## src/rtl/ts_pkg.sv

```systemverilog
// Shared state encoding and field widths for the time-stamp scheduler.
// TS_HOURS_EN widens the snapshot from {min, sec} to {hours, min, sec}.
package ts_pkg;

    typedef enum logic [1:0] {
        OV_IDLE = 2'd0,
        OV_PEND = 2'd1,
        OV_CLR  = 2'd2,
        OV_WAIT = 2'd3
    } ov_state_t;

    localparam int TS_SEC_W = 6;
    localparam int TS_MIN_W = 6;
    localparam int TS_HR_W  = 5;

`ifdef TS_HOURS_EN
    localparam int TS_DATA_W = TS_HR_W + TS_MIN_W + TS_SEC_W;
`else
    localparam int TS_DATA_W = TS_MIN_W + TS_SEC_W;
`endif

endpackage

```

## src/rtl/ts_rr_arbiter.sv

```systemverilog
// Two-way round-robin snapshot arbiter; registers the timestamp on each grant.
// Latency: request to grant/data is one cycle when not blacked out.
// Backpressure: no grant while i_blackout is high; the holder of the current grant is masked for one cycle.
module ts_rr_arbiter
    import ts_pkg::*;
(
    input  logic                 clk,
    input  logic                 reset,
    input  logic [1:0]           i_req,
    input  logic                 i_blackout,
    input  logic [TS_DATA_W-1:0] i_data,
    output logic [1:0]           o_gnt,
    output logic                 o_valid,
    output logic [TS_DATA_W-1:0] o_data
);

    logic                 r_rr;
    logic [1:0]           r_gnt;
    logic                 r_valid;
    logic [TS_DATA_W-1:0] r_data;
    logic [1:0]           w_req_eff;
    logic [1:0]           w_gnt;
    logic                 w_other;

    // A requester still sees its grant this cycle and drops req only afterwards.
    always_comb begin
        w_req_eff = i_req & ~r_gnt;
        w_other   = ~r_rr;
        w_gnt     = 2'b00;
        if (!i_blackout) begin
            if (w_req_eff[r_rr]) begin
                w_gnt[r_rr] = 1'b1;
            end else if (w_req_eff[w_other]) begin
                w_gnt[w_other] = 1'b1;
            end
        end
    end

    always_ff @(posedge clk or negedge reset) begin
        if (!reset) begin
            r_rr    <= 1'b0;
            r_gnt   <= 2'b00;
            r_valid <= 1'b0;
            r_data  <= '0;
        end else begin
            r_gnt   <= w_gnt;
            r_valid <= |w_gnt;
            if (|w_gnt) begin
                r_data <= i_data;
                r_rr   <= w_gnt[0];
            end
        end
    end

    assign o_gnt   = r_gnt;
    assign o_valid = r_valid;
    assign o_data  = r_data;

endmodule

```

## src/rtl/time_stamp_scheduler.sv

```systemverilog
// Second-tick prescaler, counter overflow handshake and coherent snapshot arbiter (TS_HOURS_EN adds hours).
// Latency: ovf_in->ovf_irq and ovf_ack->rst_ovf one cycle; req->gnt one cycle, three around a tick.
// Backpressure: grants are held off in the tick cycle and the one after; a tick colliding with rst_ovf slips one cycle.
module time_stamp_scheduler
    import ts_pkg::*;
#(
    parameter int PRESCALE = 1_000_000,
    parameter int PRE_W    = 24
) (
    input  logic                 clk,
    input  logic                 reset,
    input  logic                 run,
    output logic                 tick_en,
    input  logic [TS_SEC_W-1:0]  sec_in,
    input  logic [TS_MIN_W-1:0]  min_in,
    input  logic                 ovf_in,
    output logic                 rst_ovf,
    output logic                 ovf_irq,
    input  logic                 ovf_ack,
    input  logic [1:0]           req,
    output logic [1:0]           gnt,
    output logic                 ts_valid,
    output logic [TS_DATA_W-1:0] ts_data
);

    localparam logic [PRE_W-1:0] PRE_MAX = PRE_W'(PRESCALE - 1);

    ov_state_t            r_ov_state;
    ov_state_t            w_ov_next;
    logic [PRE_W-1:0]     r_pre_cnt;
    logic                 r_tick;
    logic                 r_tick_d;
    logic                 r_tick_defer;
    logic                 r_wait_cnt;
    logic                 r_rst_ovf;
    logic                 r_ovf_irq;
    logic                 w_tick_raw;
    logic                 w_tick_due;
    logic                 w_clr_next;
    logic [TS_DATA_W-1:0] w_snap;

    assign w_tick_raw = (r_pre_cnt == PRE_MAX);
    assign w_tick_due = w_tick_raw | r_tick_defer;
    assign w_clr_next = (w_ov_next == OV_CLR);

    // pre_cnt only reaches PRE_MAX while running, so the wrap tick survives run falling.
    always_ff @(posedge clk or negedge reset) begin
        if (!reset) begin
            r_pre_cnt    <= '0;
            r_tick       <= 1'b0;
            r_tick_d     <= 1'b0;
            r_tick_defer <= 1'b0;
        end else begin
            if (w_tick_raw || !run) begin
                r_pre_cnt <= '0;
            end else begin
                r_pre_cnt <= r_pre_cnt + PRE_W'(1);
            end
            r_tick       <= w_tick_due & ~w_clr_next;
            r_tick_defer <= w_tick_due & w_clr_next;
            r_tick_d     <= r_tick;
        end
    end

    always_comb begin
        w_ov_next = r_ov_state;
        case (r_ov_state)
            OV_IDLE: if (ovf_in) w_ov_next = OV_PEND;
            OV_PEND: if (ovf_ack) w_ov_next = OV_CLR;
            OV_CLR:  w_ov_next = OV_WAIT;
            OV_WAIT: begin
                if (!ovf_in) begin
                    w_ov_next = OV_IDLE;
                end else if (r_wait_cnt) begin
                    w_ov_next = OV_PEND;
                end
            end
            default: w_ov_next = OV_IDLE;
        endcase
    end

    // Two WAIT cycles give the counter time to drop its flag before retrying.
    always_ff @(posedge clk or negedge reset) begin
        if (!reset) begin
            r_ov_state <= OV_IDLE;
            r_wait_cnt <= 1'b0;
            r_rst_ovf  <= 1'b0;
            r_ovf_irq  <= 1'b0;
        end else begin
            r_ov_state <= w_ov_next;
            r_wait_cnt <= (r_ov_state == OV_WAIT) && (w_ov_next == OV_WAIT);
            r_rst_ovf  <= w_clr_next;
            r_ovf_irq  <= (w_ov_next == OV_PEND);
        end
    end

`ifdef TS_HOURS_EN
    logic [TS_HR_W-1:0] r_hours;

    always_ff @(posedge clk or negedge reset) begin
        if (!reset) begin
            r_hours <= '0;
        end else if (w_clr_next) begin
            r_hours <= (r_hours == TS_HR_W'(23)) ? '0 : r_hours + TS_HR_W'(1);
        end
    end

    assign w_snap = {r_hours, min_in, sec_in};
`else
    assign w_snap = {min_in, sec_in};
`endif

    ts_rr_arbiter u_arb (
        .clk        (clk),
        .reset      (reset),
        .i_req      (req),
        .i_blackout (r_tick | r_tick_d),
        .i_data     (w_snap),
        .o_gnt      (gnt),
        .o_valid    (ts_valid),
        .o_data     (ts_data)
    );

    assign tick_en = r_tick;
    assign rst_ovf = r_rst_ovf;
    assign ovf_irq = r_ovf_irq;

endmodule

```

## config.mk

```make
export PLATFORM = sky130hd
export DESIGN_NAME = time_stamp_scheduler
export DESIGN_NICKNAME = d
export VERILOG_FILES = /design/src/rtl/ts_pkg.sv /design/src/rtl/ts_rr_arbiter.sv /design/src/rtl/time_stamp_scheduler.sv
export SDC_FILE = /design/constraint.sdc
export NUM_CORES = 1
export LEC_CHECK = 0
export CORE_ASPECT_RATIO = 2
export CORE_UTILIZATION = 40
export CTS_CLUSTER_SIZE = 25
export DETAILED_ROUTE_END_ITERATION = 16
export PLACE_DENSITY = 0.69
export REMOVE_ABC_BUFFERS = 1
export SLEW_MARGIN = 20
export SYNTH_ARGS = -nofsm -noshare
export SYNTH_HDL_FRONTEND = slang
export SYNTH_SLANG_ARGS = --single-unit
```

## constraint.sdc

```tcl
create_clock -name clk -period 6.89 [get_ports clk]
set_clock_uncertainty 0.2 [all_clocks]
set_input_delay 1.0335 -clock clk [delete_from_list [all_inputs] [get_ports clk]]
set_output_delay 1.0335 -clock clk [all_outputs]
set_load 0.02 [all_outputs]
```

==> results of run 1 <==
==> sequential cells by signal, summed over array words and instances, names as in the netlist <==
signal	flops
rst_ovf	1
u_arb.r_rr	1
r_ov_state	2
tick_en	1
r_tick_d	1
r_wait_cnt	1
u_arb.o_gnt	2
u_arb.o_data	12
r_tick_defer	1
r_pre_cnt	24
ovf_irq	1
u_arb.o_valid	1
==> cell families after synthesis <==
logic type | count (synthesis)
adders and majority gates | 1
muxes | 12
xor gates and xnor gates | 9
AOI/OAI and AO/OA | 36
buffers and inverters | 12
DFF | 48
and+or+nand+nor | 77
==> power breakdown <==
part           internal [mW]  leakage, nW  switching, mW
Sequential             0.312        0.624         0.0221
Clock                  0.143       0.0642         0.0901
Combinational         0.0688        0.387         0.0670
Total                  0.523         1.08          0.179
==> metal layers <==
layer  wire [um]  vias up  GRT usage
li1            -      769          -
met1        1610      779      0.196
met2        2490       30      0.320
met3          92       13     0.0306
met4         151        0     0.0902
met5           0        -          0
==> per-stage QoR <==
step,util,power (mW)
after CTS,0.521,0.710
final,0.521,0.702
after global placement,0.496,0.474
after global routing,0.521,0.734
after detailed placement,0.496,0.477
after floorplan,-,0.406
==> area by class of cell <==
cell class | instances | area, um2
Fill cell | 450 | 2440
Sequential cell | 48 | 1200
Multi-Input combinational cell | 135 | 861
Timing Repair Buffer | 37 | 365
Tap cell | 58 | 72.6
Clock buffer | 5 | 68.8
Clock inverter | 2 | 60.1
Inverter | 7 | 26.3
==> cell usage after synthesis (2+ instances only) <==
cell       n
dfrtp_1   48
nor2_1    18
a21oi_1   15
mux2_2    12
nand2_1   12
nand3_1   10
o21ai_0    9
inv_1      7
o31ai_1    7
or3_1      7
or4_1      6
xor2_1     5
nand4_1    4
nor3_1     4
xnor2_1    4
nand2b_1   3
and2_1     2
and4_1     2
buf_2      2
clkbuf_1   2
nor2b_1    2
nor4_1     2
or4_4      2
==> how the worst max path moves through the flow <==
stage / start / end / slack (ps) / cells past startpoint
after floorplan: req[1] / u_arb.o_data[0]$_DFFE_PN0P_ / 4040 / 3
after global placement: req[0] / u_arb.o_data[2]$_DFFE_PN0P_ / 3700 / 4
after detailed placement: req[0] / u_arb.o_data[6]$_DFFE_PN0P_ / 3700 / 4
after CTS: req[0] / u_arb.o_data[6]$_DFFE_PN0P_ / 4030 / 4
after global routing: req[0] / u_arb.o_data[6]$_DFFE_PN0P_ / 3970 / 4
final: req[0] / u_arb.o_data[6]$_DFFE_PN0P_ / 4040 / 4
==> worst max-delay path, delay by kind of cell <==
family	cells	cell delay (ps)
compound gates	1	820
buf+inv	1	420
mux	1	420
simple gates	1	130
==> cells in the final DEF (no fill, tap or decap), types with 5 or more instances in the layout <==
cell and n:
nand2_1 12, or3_1 7, a21oi_1 15, o31ai_1 6
o21ai_0 8, nand3_1 10, nor2_1 18, dfrtp_1 48
clkbuf_8 5, inv_1 7, or4_1 6, mux2_2 12
clkdlybuf4s50_1 35, xor2_1 5
==> impl_metrics.csv, run 1 <==
group,metric,value,unit
run_status,status,"completed",
clocking,root_buffer,"clkbuf_8",
global_route,grt_overflow_total,0,
power_and_ir_drop,powerDensity,265,nW/um2
yosys,synthFlopType,"dfrtp_1",
placed_design,placed_area,2520,um2
die,ios,37,
cells_and_area,area_delta_synth_final,25.7,%
setup_path,required,6870,ps
min_path,worstHoldStart,"tick_en$_DFF_PN0_",
setup_path,crit_path_cell_trace,"clkdlybuf4s50_1, nor2b_1, o21ai_1, mux2_2",
global_route,grt_usage,0.182,
setup_path,worst_setup_path_start_kind,"primary input",
die,initial_core_util,0.415,
yosys,synth-edff-count,0,
sta,setup_viol,0,
global_route,grt_pass1_vias,1696,
yosys,yosys_warnings,0,
sta,period_needed,2850,ps
yosys,synthTopCellsByArea,"dfrtp_1 (57%), mux2_2 (6.4%), a21oi_1 (3.6%), nor2_1 (3.2%), o31ai_1 (2.5%)",
placed_design,place.gp.congestion,0.740,
routing,route.detailed.drc,0,
clocking,hold_buffers,0,
sta,max_freq,351,MHz
sta,relSlewSlack,0.287,
yosys,synth-compound-area-share,0.100,
setup_path,path_class,"primary input to flop",
yosys,synth_fa_ha_area_frac,0.00592,
clocking,cts_sinks,48,
yosys,synth_cell_type_count,33,
cells_and_area,fin_cells,292,
sta,whs,241,ps
die,row_count,37,
sta,period_share,0.414,
yosys,synth_top_family_by_area,"simple AND/OR/NAND/NOR gates",
yosys,synth_seq_cells,48,
die,fp.dieW,53.4,um
sta,fin_ws,4040,ps
placed_design,detailed_place_hpwl,3.17,mm
routing,drt_iter0_drc,55,
setup_path,arrival,2840,ps
placed_design,io_buffers,36,
routing,wirelength,4.34,mm
cells_and_area,fin_area,2660,um2
clocking,cts_resized,0,
clocking,cts_setup_buffers,0,
setup_path,crit_path_top_delay_cell,"o21ai_1",
yosys,synthArstFlopShare,1.00,
clocking,insertion_delay,290,ps
routing,firstDrtPassIters,4,
sta,rsz0062_at_grt,"false",
routing,final_antenna_net_count,0,
yosys,synth_simple_gate_area_frac,0.198,
power_and_ir_drop,p_leak,1.08,nW
clocking,cts_tree,"yes",
clocking,cts_buffers,5,
setup_path,worstSetupEndpointType,"flop",
clocking,cts_buffer_depth,2,
min_path,hold_depth,0,
setup_path,r2r_start,"r_pre_cnt[6]$_DFF_PN0_",
placed_design,dpl.cell_count,285,
yosys,synth_area_per_cell,10.8,um2
min_path,hold_end,"r_tick_d$_DFF_PN0_",
yosys,synth_xor_area_frac,0.0373,
setup_path,r2r-end,"r_pre_cnt[23]$_DFF_PN0_",
setup_path,r2r_slack,4520,ps
setup_path,cpPeakStageDelay,820,ps
cells_and_area,fin_nets,254,
sta,slew_violations,0,
routing,viasPerCell,5.45,
die,dieHeight,105,um
power_and_ir_drop,ir_drop,221,uV
yosys,yosysSeqAreaShare,0.569,
routing,vias,1591,
yosys,synthMuxAreaShare,0.0640,
cells_and_area,antennaDiodeCount,0,
job,maxCapViolCount,0,
min_path,hold_class,"flop to flop",
clocking,htreeDepth,2,
cells_and_area,drive_gt1_frac,0.115,
global_route,antenna_found_initial,0,
sta,worstMarginPinSlew,1060,ps
die,die_area,5590,um2
yosys,syn-cell-area,2110,um2
placed_design,post-place-ws,3700,ps
setup_path,rr_worst_depth,4,
global_route,grt_max_degree,49,
clocking,clk_pin_slew,80,ps
die,coreArea,5090,um2
yosys,synth.largest_area_cell,"dfrtp_1",
routing,wl_per_cell,14.9,um
yosys,synth_top_area_share,0.569,
setup_path,critical_path.max_fanout,13,
global_route,grt_pass1_wl,7.49,mm
yosys,syn-instance-count,195,
sta,hold_viol,0,
sta,fin_setup_tns,0,ps
Note: power is estimated with default switching activity, not from simulation.
==> run 2: changes to the inputs <==
clock period = 2.85 ns   (was 6.89 ns; I/O delays follow)
==> run 2 against run 1 <==
Compared with the run above: via count about the same; power increased by 120%; count of clock-buffer cells in the layout increased by 1; clock power increased by 83%.
==> impl_metrics.csv, run 2 (synthesis results as in run 1) <==
group,metric,value,unit
run_status,status,"completed",
global_route,grt_overflow_total,0,
die,row_count,37,
die,fp.dieW,53.4,um
die,dieHeight,105,um
sta,slew_violations,0,
cells_and_area,fin_area,2640,um2
setup_path,worstSetupEndpointType,"flop",
sta,setup_viol,0,
power_and_ir_drop,switching_power,441,uW
clocking,htreeDepth,2,
setup_path,worst_setup_path_start_kind,"flop",
routing,final_antenna_net_count,0,
die,die_area,5590,um2
global_route,globalRouteMet3Util,0.0378,
clocking,cts_sinks,48,
setup_path,r2r_slack,550,ps
power_and_ir_drop,p_sw_frac,0.282,
global_route,busiest_layer,"met2",
setup_path,path_class,"flop to flop",
power_and_ir_drop,powerDensity,593,nW/um2
routing,drt_iter0_drc,40,
job,maxCapViolCount,0,
setup_path,r2r_start,"r_pre_cnt[2]$_DFF_PN0_",
sta,hold_viol,0,
cells_and_area,fin_nets,256,
placed_design,io_buffers,36,
routing,viasPerCell,5.39,
die,coreArea,5090,um2
clocking,insertion_delay,300,ps
sta,period_needed,2300,ps
cells_and_area,largest_register_ffs,24,
clocking,cts_tree,"yes",
cells_and_area,area_delta_synth_final,24.8,%
routing,firstDrtPassIters,5,
clocking,hold_buffers,0,
power_and_ir_drop,clkPwrFrac,0.273,
sta,max_freq,435,MHz
routing,vias,1590,
global_route,grt_use_met1,0.199,
sta,worstMarginPinSlew,600,ps
global_route,grt_pass1_vias,1612,
setup_path,critical_path.max_fanout,13,
sta,rsz0062_at_grt,"false",
setup_path,r2r-end,"r_pre_cnt[19]$_DFF_PN0_",
routing,route.detailed.drc,0,
die,initial_core_util,0.415,
clocking,root_buffer,"clkbuf_8",
cells_and_area,antennaDiodeCount,0,
power_and_ir_drop,p_leak,1.07,nW
global_route,grt_max_degree,49,
cells_and_area,drive_gt1_frac,0.127,
cells_and_area,top_register,"r_pre_cnt",
sta,fin_setup_tns,0,ps
min_path,hold_class,"primary input to async pin",
global_route,grtUsageMet2,0.291,
routing,wl_per_cell,14.3,um
cells_and_area,final_cell_mix,"dfrtp_1 (48), clkdlybuf4s50_1 (35), nor2_1 (18)",
setup_path,rr_worst_depth,4,
power_and_ir_drop,internal_power,1.12,mW
clocking,clk_pin_slew,90,ps
placed_design,detailed_place_hpwl,3.11,mm
power_and_ir_drop,ir_drop,461,uV
setup_path,required,2880,ps
placed_design,placed_area,2540,um2
placed_design,place.gp.congestion,0.776,
clocking,cts_buffers,5,
sta,period_share,0.807,
clocking,cts_setup_buffers,0,
setup_path,arrival,2330,ps
clocking,cts_buffer_depth,2,
power_and_ir_drop,p_seq_frac,0.513,
global_route,grt_pass1_wl,7.23,mm
cells_and_area,mostFrequentLayoutCell,"dfrtp_1",
power_and_ir_drop,pwr-share-comb,0.214,
global_route,grt_usage,0.174,
clocking,cts_resized,0,
die,ios,37,
sta,relSlewSlack,0.600,
global_route,antenna_found_initial,0,
routing,wirelength,4.23,mm
## run 2: cell count changes in the layout (fill, tap and decap cells not counted), sizes merged
cell and delta:
buf +2, clkinv +1, inv +1, bufinv -2, clkbuf +1
## run 2: through the flow
step	instances	utilization	setup WS [ps]	hold WS, ps	total power, mW
after global placement	287	0.499	602	225	1.15
after detailed placement	287	0.499	554	237	1.15
after CTS	295	0.517	528	28.7	1.59
after floorplan	190	-	87.2	-68.1	0.982
after global routing	295	0.517	400	54.1	1.64
final	295	0.517	549	0.0573	1.56
## run 2: how the worst max path moves through the flow
| stage | start | end | slack [ps] | cells past startpoint |
|---|---|---|---|---|
| CTS | r_pre_cnt[0]$_DFF_PN0_ | r_pre_cnt[18]$_DFF_PN0_ | 530 | 5 |
| detailed placement | r_pre_cnt[0]$_DFF_PN0_ | r_pre_cnt[18]$_DFF_PN0_ | 550 | 5 |
| global placement | r_pre_cnt[0]$_DFF_PN0_ | r_pre_cnt[18]$_DFF_PN0_ | 600 | 5 |
| finish | r_pre_cnt[2]$_DFF_PN0_ | r_pre_cnt[19]$_DFF_PN0_ | 550 | 4 |
| global route | r_pre_cnt[6]$_DFF_PN0_ | r_pre_cnt[19]$_DFF_PN0_ | 400 | 4 |
| floorplan | r_pre_cnt[2]$_DFF_PN0_ | r_pre_cnt[11]$_DFF_PN0_ | 90 | 4 |
## run 2: final cells by class
cell class | instances | area, um2
Clock buffer | 6 | 82.6
Multi-Input combinational cell | 135 | 861
Sequential cell | 48 | 1200
Inverter | 7 | 26.3
Clock inverter | 2 | 13.8
Timing Repair Buffer | 39 | 378
Fill cell | 478 | 2460
Tap cell | 58 | 72.6
## run 2: worst max-delay path: stages, from the launching register on
cell and delay (ps):
dfrtp_1 440, nand4_2 140, or4_1 760, or4_1 530
a21oi_1 160
## run 2: power groups by stage
stage / clock network, mW / logic [mW] / registers (mW)
6_report: 0.427 / 0.334 / 0.802
4_1_cts: 0.445 / 0.339 / 0.803
3_5_place_dp: 0 / 0.338 / 0.817
5_1_grt: 0.464 / 0.360 / 0.814
2_1_floorplan: 0 / 0.113 / 0.870
3_3_place_gp: 0 / 0.334 / 0.814
## run 2: layer usage
metal  wire (um)  vias up
met3          98       10
li1            -      775
met2        2360       23
met5           0        -
met4         116        0
met1        1650      782
==> run 3: changes to the inputs <==
clock period = 2.34 ns   (was 2.85 ns; I/O delays follow)
==> run 3 against run 2 <==
Compared with the run above: cell area rose by 0.24%; non-clock buffer count up 2; register-to-register slack got worse by 430 ps; core utilization increased by 0.12 points; power increased by 19%; setup slack got worse by 430 ps; sequential cell count is the same; critical path type unchanged.
==> impl_metrics.csv, run 3 (synthesis results as in run 1) <==
group,metric,value,unit
sta,max_freq,451,MHz
setup_path,path_class,"flop to flop",
clocking,cts_setup_buffers,0,
global_route,busiest_layer,"met2",
setup_path,required,2370,ps
setup_path,cp-endpoint,"r_pre_cnt[18]$_DFF_PN0_",
clocking,clk_pin_slew,90,ps
sta,period_needed,2220,ps
die,initial_core_util,0.415,
cells_and_area,mostFrequentLayoutCell,"dfrtp_1",
cells_and_area,top_register,"r_pre_cnt",
setup_path,cp-startpoint,"r_pre_cnt[0]$_DFF_PN0_",
die,row_count,37,
setup_path,cp_top_family,"simple AND/OR/NAND/NOR gates",
power_and_ir_drop,powerDensity,704,nW/um2
die,fp.dieW,53.4,um
cells_and_area,largest_register_ffs,24,
power_and_ir_drop,ir_drop,495,uV
clocking,root_buffer,"clkbuf_8",
placed_design,placed_area,2550,um2
setup_path,arrival,2250,ps
die,ios,37,
placed_design,io_buffers,36,
global_route,grt_pass1_wl,7.38,mm
routing,wirelength,4.38,mm
global_route,grt_usage,0.180,
global_route,antenna_found_initial,0,
setup_path,crit_path_top_delay_cell,"or4_4",
clocking,cts_tree,"yes",
setup_path,worstSetupEndpointType,"flop",
clocking,cts_buffer_depth,2,
clocking,cts_buffers,5,
setup_path,crit_path_cell_trace,"ha_1, inv_1, or4_4, or4_1, a21oi_1",
die,die_area,5590,um2
run_status,status,"completed",
placed_design,detailed_place_hpwl,3.18,mm
routing,vias,1626,
routing,route.detailed.drc,0,
sta,hold_viol,0,
setup_path,rr_worst_depth,5,
placed_design,dpl.cell_count,288,
clocking,htreeDepth,2,
global_route,grt_overflow_total,0,
global_route,grtUsageMet2,0.307,
sta,setup_viol,0,
global_route,grt_max_degree,49,
cells_and_area,fill_cells,468,
global_route,grt_use_met1,0.197,
cells_and_area,drive_gt1_frac,0.130,
setup_path,r2r_start,"r_pre_cnt[0]$_DFF_PN0_",
cells_and_area,fin_cells,296,
setup_path,r2r_slack,120,ps
global_route,grt_pass1_vias,1626,
routing,drt_iter0_drc,27,
cells_and_area,area_delta_synth_final,25.1,%
cells_and_area,multi_input_area,865,um2
die,coreArea,5090,um2
setup_path,critical_path.max_fanout,12,
cells_and_area,antennaDiodeCount,0,
power_and_ir_drop,p_leak,1.07,nW
clocking,insertion_delay,300,ps
power_and_ir_drop,power,1.86,mW
setup_path,cp.depth,5,
cells_and_area,fin_nets,258,
routing,wl_per_cell,14.8,um
die,dieHeight,105,um
sta,slew_violations,0,
setup_path,worst_setup_path_start_kind,"flop",
sta,relSlewSlack,0.599,
routing,final_antenna_net_count,0,
min_path,hold_class,"flop to flop",
routing,firstDrtPassIters,4,
placed_design,place.gp.congestion,0.768,
cells_and_area,final_cell_mix,"dfrtp_1 (48), clkdlybuf4s50_1 (35), nor2_1 (18)",
cells_and_area,register_area,1200,um2
job,maxCapViolCount,0,
min_path,worstHoldStart,"tick_en$_DFF_PN0_",
setup_path,r2r-end,"r_pre_cnt[18]$_DFF_PN0_",
sta,worstMarginPinSlew,601,ps
setup_path,cpPeakStageDelay,600,ps
cells_and_area,fin_area,2640,um2
sta,period_share,0.947,
global_route,globalRouteMet3Util,0.0291,
clocking,cts_sinks,48,
routing,viasPerCell,5.49,
setup_path,cp_num_buf_inv,1,
sta,rsz0062_at_grt,"false",
run 3: worst min path at each step:
stage	slack, ps	end	depth (start not counted)
2_1_floorplan	-140	ovf_irq$_DFF_PN0_	0
3_3_place_gp	230	r_tick_d$_DFF_PN0_	0
3_5_place_dp	230	r_tick_d$_DFF_PN0_	0
4_1_cts	260	r_tick_d$_DFF_PN0_	0
5_1_grt	270	r_tick_d$_DFF_PN0_	0
6_report	240	r_tick_d$_DFF_PN0_	0
run 3: cell type report:
type                       count  area share
inverter                       7     0.00995
tap                           58      0.0275
multi-input combinational    135       0.327
clock inverter                 2     0.00474
timing repair buffer          41       0.150
clock buffer                   5      0.0261
sequential                    48       0.455
run 3: through the flow:
stage	hold slack, ps	setup WS [ps]	utilization	setup TNS [ps]
2_1_floorplan	-145	-423	-	-9400
3_3_place_gp	230	128	0.500	0
3_5_place_dp	235	71.5	0.500	0
4_1_cts	255	48.0	0.518	0
5_1_grt	267	13.2	0.519	0
6_report	242	123	0.519	0
run 3: worst register-to-register path, delay by kind of cell, from the launching register on:
family | cells | cell delay [ps]
AOI/OAI and AO/OA | 1 | 140
adders and majority gates | 1 | 200
buffers and inverters | 1 | 40
DFF | 1 | 440
and+or+nand+nor | 2 | 1120
run 3: what timing repair did:
action,in CTS,in global routing
endpoints found under the setup margin,0,3
endpoints found under the hold margin,48,0
resized for setup,0,1
hold buffers,1,0
run 3: per-layer routing:
layer / routed length (um) / up-vias
met1: 1670 / 809
met5: 0 / -
met4: 160 / 0
met2: 2460 / 24
li1: - / 780
met3: 91 / 13
run 3: where the power goes:
group | total (mW) | internal, mW | leakage, nW | switching (mW)
clock | 0.475 | 0.203 | 0.0400 | 0.272
sequential | 0.981 | 0.918 | 0.624 | 0.0631
combinational | 0.404 | 0.208 | 0.407 | 0.197
total | 1.86 | 1.33 | 1.07 | 0.532
